`src/rtl/cpu_cycle_ctrl_pkg.sv`:
```
// cpu_cycle_ctrl_pkg: shared types for the multi-cycle sequencer.
//   size_t    : 32-bit machine address / PC word
//   state_t   : sequencer state encoding (3 bits, exported on state_o)
//   HALT_ADDR : fetching from this address stops the core
package cpu_cycle_ctrl_pkg;

  typedef logic [31:0] size_t;

  typedef enum logic [2:0] {
    S_RESET  = 3'd0,
    S_FETCH  = 3'd1,
    S_EXEC1  = 3'd2,
    S_EXEC2  = 3'd3,
    S_HALTED = 3'd4,
    S_ERROR  = 3'd5
  } state_t;

  localparam size_t HALT_ADDR = 32'h0;

  // Counter width able to hold 0..max_val; never narrower than one bit so a
  // disabled feature (max_val == 0) still yields a legal vector.
  function automatic int cnt_width(input int max_val);
    return (max_val > 0) ? $clog2(max_val + 1) : 1;
  endfunction

endpackage

```
`src/rtl/cpu_stall_timer.sv`:
```
// cpu_stall_timer: counts consecutive bus stall cycles and flags a timeout.
//   in : clk, reset_n (async, active low), stall (bus access held off this cycle)
//   out: timeout (stall still pending with MAX_WAIT cycles already counted)
module cpu_stall_timer
  import cpu_cycle_ctrl_pkg::*;
#(
  parameter int MAX_WAIT = 0
) (
  input  logic clk,
  input  logic reset_n,
  input  logic stall,
  output logic timeout
);

  localparam int CW = cnt_width(MAX_WAIT);

  logic [CW-1:0] wait_cnt;

  // Any non-stall cycle restarts the count; the counter parks at all-ones
  // rather than wrapping so a very long stall can never look short again.
  always_ff @(posedge clk or negedge reset_n) begin
    if (!reset_n) begin
      wait_cnt <= '0;
    end else if (!stall) begin
      wait_cnt <= '0;
    end else if (wait_cnt != {CW{1'b1}}) begin
      wait_cnt <= wait_cnt + CW'(1);
    end
  end

  // MAX_WAIT == 0 disables the timeout entirely.
  assign timeout = (MAX_WAIT != 0) && stall && (wait_cnt == CW'(MAX_WAIT));

endmodule

```
`src/rtl/cpu_cycle_ctrl.sv`:
```
// cpu_cycle_ctrl: multi-cycle sequencer stepping each instruction through
// FETCH -> EXEC1 -> EXEC2, holding cpu_pc in reset after core reset, stalling
// on waitrequest / md_busy, and trapping on halt, illegal access or timeout.
//   in : clk, reset_n, waitrequest, pc_i, is_load, is_store, writes_rf, md_busy
//   out: state_o, active, pc_reset_o, pc_wen, ir_wen, mem_read, mem_write,
//        instr_fetch, ld_data_wen, rf_wen, bus_err_o
module cpu_cycle_ctrl
  import cpu_cycle_ctrl_pkg::*;
#(
  parameter int RESET_CYCLES = 2,
  parameter int MAX_WAIT     = 0
) (
  input  logic   clk,
  input  logic   reset_n,
  input  logic   waitrequest,
  input  size_t  pc_i,
  input  logic   is_load,
  input  logic   is_store,
  input  logic   writes_rf,
  input  logic   md_busy,
  output state_t state_o,
  output logic   active,
  output logic   pc_reset_o,
  output logic   pc_wen,
  output logic   ir_wen,
  output logic   mem_read,
  output logic   mem_write,
  output logic   instr_fetch,
  output logic   ld_data_wen,
  output logic   rf_wen,
  output logic   bus_err_o
);

  localparam int RW = cnt_width(RESET_CYCLES);

  state_t        state_q;
  state_t        state_n;
  logic [RW-1:0] rst_cnt;
  logic          rst_last;
  logic          bus_err_q;
  logic          halt;
  logic          stall;
  logic          timeout;

  // The edge that ends the RESET_CYCLES-th reset cycle moves to FETCH.
  assign rst_last = (rst_cnt == RW'(RESET_CYCLES - 1));
  assign halt     = (pc_i == HALT_ADDR);

  // A stall is any cycle with a bus strobe up while the bus holds us off.
  // EXEC1 without an access and EXEC2 never strobe, so waitrequest is
  // naturally ignored there.
  assign stall = (mem_read | mem_write) & waitrequest;

  cpu_stall_timer #(
    .MAX_WAIT (MAX_WAIT)
  ) u_stall_timer (
    .clk     (clk),
    .reset_n (reset_n),
    .stall   (stall),
    .timeout (timeout)
  );

  always_ff @(posedge clk or negedge reset_n) begin
    if (!reset_n) begin
      state_q   <= S_RESET;
      rst_cnt   <= '0;
      bus_err_q <= 1'b0;
    end else begin
      state_q <= state_n;
      if ((state_q == S_RESET) && !rst_last) begin
        rst_cnt <= rst_cnt + RW'(1);
      end
      // Sticky: only reset_n clears it, and S_ERROR never exits anyway.
      if (state_n == S_ERROR) begin
        bus_err_q <= 1'b1;
      end
    end
  end

  // Next state and strobes decode from the state register plus the current
  // inputs, so an async reset drops every strobe in the same instant.
  always_comb begin
    state_n     = state_q;
    active      = 1'b0;
    pc_reset_o  = 1'b0;
    pc_wen      = 1'b0;
    ir_wen      = 1'b0;
    mem_read    = 1'b0;
    mem_write   = 1'b0;
    instr_fetch = 1'b0;
    ld_data_wen = 1'b0;
    rf_wen      = 1'b0;

    case (state_q)
      S_RESET: begin
        pc_reset_o = 1'b1;
        if (rst_last) begin
          state_n = S_FETCH;
        end
      end

      S_FETCH: begin
        active = 1'b1;
        if (halt) begin
          // Fetch from the halt address: no bus read is ever issued.
          state_n = S_HALTED;
        end else begin
          mem_read    = 1'b1;
          instr_fetch = 1'b1;
          if (!waitrequest) begin
            ir_wen  = 1'b1;
            state_n = S_EXEC1;
          end else if (timeout) begin
            state_n = S_ERROR;
          end
        end
      end

      S_EXEC1: begin
        active = 1'b1;
        if (is_load && is_store) begin
          state_n = S_ERROR;
        end else if (is_load || is_store) begin
          mem_read  = is_load;
          mem_write = is_store;
          if (!waitrequest) begin
            ld_data_wen = is_load;
            state_n     = S_EXEC2;
          end else if (timeout) begin
            state_n = S_ERROR;
          end
        end else begin
          state_n = S_EXEC2;
        end
      end

      S_EXEC2: begin
        active = 1'b1;
        // The single commit point of an instruction: pc_wen fires exactly
        // once, on the cycle that leaves EXEC2.
        if (!md_busy) begin
          pc_wen  = 1'b1;
          rf_wen  = writes_rf;
          state_n = S_FETCH;
        end
      end

      S_HALTED, S_ERROR: begin
        state_n = state_q;
      end

      default: begin
        // Unused encodings trap rather than wander.
        state_n = S_ERROR;
      end
    endcase
  end

  assign state_o   = state_q;
  assign bus_err_o = bus_err_q;

endmodule

```
`config.mk`:
```
export PLATFORM = sky130hd
export DESIGN_NAME = cpu_cycle_ctrl
export DESIGN_NICKNAME = d
export VERILOG_FILES = /design/src/rtl/cpu_cycle_ctrl_pkg.sv /design/src/rtl/cpu_stall_timer.sv /design/src/rtl/cpu_cycle_ctrl.sv
export SDC_FILE = /design/constraint.sdc
export NUM_CORES = 1
export LEC_CHECK = 0
export CAP_MARGIN = 10
export CORE_MARGIN = 2
export CORE_UTILIZATION = 24
export DETAILED_ROUTE_END_ITERATION = 8
export PLACE_DENSITY = 0.82
export SETUP_SLACK_MARGIN = 0.15
export SKIP_LAST_GASP = 1
export SYNTH_ARGS = -nofsm -noshare
export SYNTH_HDL_FRONTEND = slang
export SYNTH_SLANG_ARGS = --single-unit
```
`constraint.sdc`:
```
create_clock -name clk -period 1.59 [get_ports clk]
set_clock_uncertainty 0.1 [all_clocks]
set_input_delay 0.318 -clock clk [delete_from_list [all_inputs] [get_ports clk]]
set_output_delay 0.318 -clock clk [all_outputs]
set_load 0.01 [all_outputs]
```
==> impl_metrics.tcl, run 1 <==
set metrics [dict create \
    rrSetupSlack_ps -120 \
    async_flop_share_pct 100 \
    total_leakage_power_nw 0.609 \
    globalRouteOverflowTotal 0 \
    synth.most_common_cell "nor4_1" \
    drive_gt1_share_pct 68.5 \
    max-cap-violations 0 \
    hold_viol 0 \
    comb_power_share_pct 75.0 \
    cts_tree "done" \
    cts_buffers 3 \
    fp.dieW_um 48.0 \
    ys_seq_elements 6 \
    synth.area.top_cells "dfrtp_1 (32%), nor4_1 (12%), nand2_1 (5.6%), nor4_4 (4.6%), nand2b_1 (4.0%)" \
    gp_congestion 0.732 \
    period_needed_ps 1990 \
    crit_type "reg -> out" \
    synthTopCellsByCount "nor4_1 (9), nand2_1 (7), dfrtp_1 (6), nor2_1 (5)" \
    place_area_um2 1130 \
    clock_latency_ps 250 \
    clk_pin_slew_ps 50 \
    crit_fanout 2 \
    critPathLaunchType "flop" \
    dpl.hpwl_um 1550 \
    worstReg2RegStart "state_o[0]" \
    antenna_found_initial 0 \
    synth_xor_area_share_pct 3.76 \
    slew_viol_final 0 \
    synth-compound-area-share_pct 11.3 \
    cts_sinks 6 \
    coreArea_um2 1780 \
    row_count 15 \
    totalWireLength_um 2600 \
    cts.path.max_buffers 2 \
    grt_max_degree 9 \
    synth_nets 95 \
    grt_pass1_vias 759 \
    setup_slack_ps -405 \
    nets 171 \
    dieArea_um2 2310 \
    hp-class "in -> async" \
    syn_area_um2 465 \
    cts_root_buffer "clkbuf_4" \
    track_usage_pct 21.1 \
    power.internal_mw 1.05 \
    top_layer "met4" \
    port_buffers 51 \
    synth_ff_type "dfrtp_1" \
    crit_arrival_ps 1580 \
    area_growth_pct 186 \
    p_per_area_nw_per_um2 1280 \
    max_slew_margin_pct 80.4 \
    grt_pass1_wl_um 3350 \
    wl_met3_um 108 \
    yosys.area.top_type_share_pct 32.3 \
    drtAntennaViolNets 0 \
    fin_area_um2 1330 \
    yosys_warnings 0 \
    max_freq_ghz 0.501 \
    n_antenna_cell 0 \
    synth_fa_ha_area_share_pct 2.69 \
    wl_met1_um 865 \
    switchingPower_uw 655 \
    critPathRequiredTime_ps 1170 \
    vias 741 \
    ys_types 26 \
    clkPwrFrac_pct 9.1 \
    syn_inst 55 \
    htreeDepth 1 \
    synth_top_family_by_area "simple AND/OR/NAND/NOR gates" \
    io_pins 52 \
    report.power.total_mw 1.70 \
    yosysTopAreaCell "dfrtp_1" \
    setup_viol 9 \
    worstSetupEndpointType "output port" \
    tightest_slew_ps 292 \
    synthMuxAreaShare_pct 2.15 \
    violations "setup timing" \
    die_h_um 48.0 \
    syn_area_per_cell_um2 8.46 \
    fill_cells 135 \
    switching_share_pct 38.5 \
    via_per_inst 4.78 \
    rsz0062_at_grt "true" \
    initial_utilization_pct 26.1 \
    synth_edf_count 0 \
    status "finished with violations" \
    drt_iter0_drc 9 \
    power.sequential.fraction_pct 15.9 \
    post-route-period-util_pct 125 \
    wl_per_cell_um 16.8 \
    met2_length_um 1580 \
    drc 0 \
    synth_seq_area_share_pct 32.3 \
    whs_ps 203 \
    ir_worst_vdd_mv 1.12 \
    dr.pass1.iters 4 \
    yosys.area_share.simple_pct 44.1 \
    crit_path_start "state_o[2]" \
]
-- through the flow --
stage | utilization [%] | cells | setup WS [ps] | setup TNS [ps]
after floorplan | - | 55 | -159 | -397
after global placement | 63.4 | 142 | -968 | -6870
after detailed placement | 63.4 | 142 | -1020 | -7170
after CTS | 69.5 | 154 | -368 | -2100
after global routing | 74.7 | 155 | -492 | -2910
final | 74.7 | 155 | -405 | -2260
-- cell usage in the layout, fill, tap and decap left out, types with 2 or more instances in the layout --
master / Yosys / layout
buf_6: 0 / 21
inv_1: 2 / 2
clkdlybuf4s50_1: 0 / 4
nor2_1: 5 / 2
nor4_4: 1 / 6
dlygate4sd2_1: 0 / 7
buf_4: 0 / 11
clkdlybuf4s15_1: 0 / 5
nand2_2: 0 / 2
clkbuf_2: 1 / 6
nor2_4: 0 / 2
buf_2: 1 / 18
dfrtp_1: 6 / 5
clkbuf_4: 0 / 3
nor4_2: 0 / 4
nand2b_4: 0 / 2
nor2b_4: 0 / 2
nand2_1: 7 / 4
-- sequential cells by signal, indices dropped and copies added, names as in the netlist --
signal	flops
state_o	3
bus_err_o	1
rst_cnt	2
-- worst paths after layout --
kind                               endpoint  cells after the start
min in group clk                  bus_err_o                      1
max in group asynchronous        state_o[1]                      1
worst min-delay path             state_o[0]                      1
worst min register to register    bus_err_o                      1
worst max register to register    bus_err_o                      8
worst max-delay path            ld_data_wen                      4
-- power by group through the flow --
stage	logic, mW	clock network (mW)	registers [mW]
3_5_place_dp	0.859	0	0.272
4_1_cts	1.09	0.163	0.264
2_1_floorplan	0.401	0	0.291
5_1_grt	1.36	0.173	0.277
6_report	1.28	0.155	0.270
3_3_place_gp	0.843	0	0.270
-- timing repair --
action                                  CTS  global route
endpoints found under the setup margin   19            17
hold buffers                              0             0
setup buffers                             8             1
pin swaps                                21            17
resized for setup                       163            31
-- kinds of logic after synthesis --
logic type / count (synthesis)
compound gates: 7
xor+xnor: 2
fa+ha+maj: 1
buf+inv: 4
flops: 6
mux: 1
simple gates: 34
-- area by class of cell --
type	count	area, um^2	area share, %
tap	25	31.3	2.35
multi-input combinational	45	509	38.3
sequential	6	151	11.4
inverter	2	7.51	0.564
clock buffer	4	26.3	1.97
timing repair buffer	73	606	45.5
-- critical path, stage by stage, from the launching register on --
cell,delay [ps]
dfrtp_1,390
nand2b_4,150
or4b_4,580
nor2_4,100
buf_6,100
-- routing by layer --
metal / vias up / track usage [%]
met2: 27 / 39.5
met1: 358 / 23.6
li1: 352 / -
met5: - / 0
met4: 0 / 4.86
met3: 4 / 5.28
Note: power is estimated with default switching activity, not from simulation.
==> inputs of run 2 (changes only) <==
- ABC_AREA: unset -> 1
- CORE_UTILIZATION: 24 -> 28
- PLACE_DENSITY: 0.82 -> 0.83
- SKIP_LAST_GASP: 1 -> unset
==> run 2 against run 1 <==
The run still ends with setup timing left; design area is 12% higher; combinational power is 90% lower; wire length is 8.4% lower; die area is 12% higher; global-route usage is 0.061 points higher; clock-buffer cell count stayed put; sequential share of layout area is 1.1 points lower; area after synthesis is 32% higher; register-to-register slack better by 160 ps; core utilization is 0.97 points lower; critical path type unchanged; largest cell class unchanged; highest routed layer unchanged.
==> impl_metrics.tcl, run 2 <==
set metrics [dict create \
    power.internal_uw 327 \
    rrSetupSlack_ps 40 \
    tightest_slew_ps 252 \
    period_needed_ps 1740 \
    syn_area_um2 616 \
    yosys_warnings 0 \
    via_per_inst 4.29 \
    io_pins 52 \
    die_h_um 50.9 \
    synth_ff_type "dfrtp_1" \
    gp_congestion 0.777 \
    n_antenna_cell 0 \
    hp-class "in -> async" \
    grt_pass1_wl_um 4280 \
    fill_cells 162 \
    final_cell_mix "buf_2 (31), buf_4 (29), buf_6 (22), inv_2 (18), nand2_1 (14)" \
    globalRouteOverflowTotal 0 \
    crit_fanout 3 \
    fin_area_um2 1490 \
    ir_worst_vdd_mv 0.389 \
    syn_inst 103 \
    track_usage_pct 21.1 \
    synth.most_common_cell "inv_1" \
    setup_slack_ps -154 \
    dieArea_um2 2590 \
    port_buffers 51 \
    switching_share_pct 24.1 \
    yosysTopAreaCell "dfrtp_1" \
    syn_area_per_cell_um2 5.98 \
    drt_iter0_drc 9 \
    row_count 16 \
    cts_buffers 3 \
    tns_ps -935 \
    comb_power_share_pct 29.9 \
    wl_per_cell_um 10.7 \
    dr.pass1.iters 4 \
    dpl.hpwl_um 1780 \
    drive_gt1_share_pct 70.9 \
    p_per_area_nw_per_um2 289 \
    final_cells 223 \
    whs_ps 209 \
    post-route-period-util_pct 110 \
    ys_types 23 \
    switchingPower_uw 104 \
    report.power.total_uw 431 \
    cts_root_buffer "clkbuf_4" \
    critPathLaunchType "flop" \
    violations "setup timing" \
    rsz0062_at_grt "true" \
    crit_arrival_ps 1330 \
    total_leakage_power_nw 0.801 \
    utilization_pct 73.7 \
    synthTopCellsByCount "inv_1 (29), nand2_1 (22), nor2_1 (17), dfrtp_1 (6)" \
    synth.area.top_cells "dfrtp_1 (24%), inv_1 (18%), nand2_1 (13%), nor2_1 (10%), nor2_4 (5.5%)" \
    fp.dieW_um 50.9 \
    cts_sinks 6 \
    synth_nets 143 \
    area_growth_pct 142 \
    coreArea_um2 2020 \
    antenna_found_initial 0 \
    yosys.area.top_type_share_pct 24.4 \
    vias 957 \
    synth_seq_area_share_pct 24.4 \
    totalWireLength_um 2380 \
    drtAntennaViolNets 0 \
    setup_viol 10 \
    cts.path.max_buffers 2 \
    initial_utilization_pct 30.4 \
    power.sequential.fraction_pct 35.6 \
    clk_pin_slew_ps 50 \
    seq_area_um2 153 \
    slew_viol_final 0 \
    critPathRequiredTime_ps 1170 \
    dp.cells 201 \
    place_area_um2 1330 \
    ys_seq_elements 6 \
    nets 237 \
    cts_tree "done" \
    grt_max_degree 7 \
    max_slew_margin_pct 83.1 \
    hold_viol 0 \
    grt_pass1_vias 1039 \
    worstSetupEndpointType "output port" \
    synth_edf_count 0 \
    max-cap-violations 0 \
    htreeDepth 1 \
    crit_type "reg -> out" \
    async_flop_share_pct 100 \
    drc 0 \
    largest_register_ffs 3 \
    post-place-ws_ps -751 \
    status "finished with violations" \
    clkPwrFrac_pct 34.6 \
    max_freq_ghz 0.573 \
    clock_latency_ps 240 \
    final_common_cell "buf_2" \
    multi_input_area_um2 467 \
]
## run 2: cell types whose count changed after synthesis, moves of 2 or more
cell and change:
nor2_1 +12, nand2_2 +2, inv_1 +27, inv_2 +3, nand2_1 +15, nand4_1 +3, nor4_1 -8, nor2b_1 -3
nor2_4 +3, nand3_1 +2, nand2b_1 -3, nand3_2 +3
## run 2: power by group through the flow
stage	registers [mW]	logic [mW]	clock network (mW)
after floorplan	0.156	0.0232	0
after global placement	0.155	0.136	0
after detailed placement	0.155	0.140	0
after CTS	0.153	0.105	0.157
after global routing	0.153	0.142	0.164
final	0.153	0.129	0.149
## run 2: critical path, stage by stage, from the launching register on
cell     delay (ps)
dfrtp_2         440
nor2_4          150
inv_2            60
nor2_4          130
nand2_4          90
nor2_4          110
buf_6           110
## run 2: repair_timing
item,CTS,global route
hold buffers,0,0
setup buffers,16,2
hold endpoints to repair,0,0
setup endpoints to repair,16,16
resized for setup,178,36
pin swaps,37,22
## run 2: logic make-up (layout without fill, tap and decap cells)
group / count (synthesis) / in the layout / share of synthesized area [%]
AOI/OAI and AO/OA: 5 / 5 / 5.08
xor gates and xnor gates: 1 / 1 / 1.42
adders and majority gates: 1 / 1 / 2.03
buffers and inverters: 32 / 125 / 19.5
DFF: 6 / 6 / 24.4
and+or+nand+nor: 58 / 58 / 47.6
## run 2: final cells by class
| class | count | share of cell area, % |
|---|---|---|
| clock buffers | 4 | 1.76 |
| inverters | 32 | 8.23 |
| multi-input cells | 65 | 31.3 |
| flip-flops and latches | 6 | 10.2 |
| well taps | 27 | 2.27 |
| repair buffers | 89 | 46.2 |
## run 2: final timing paths
kind,start,end,cells past startpoint
hold / removal,reset_n,rst_cnt[1],1
min in group clk,bus_err_o,bus_err_o,2
setup reg to reg,state_o[0],bus_err_o,10
hold reg to reg,bus_err_o,bus_err_o,2
setup / recovery,state_o[2],ir_wen,6
max in group asynchronous,reset_n,state_o[2],1
## run 2: layer usage
layer	GRT usage, %	vias to the layer above	part of all wire [%]
li1	-	487	-
met1	24.1	434	41
met2	39.9	32	53
met3	2.34	4	4.7
met4	8.11	0	1.3
met5	0	-	0
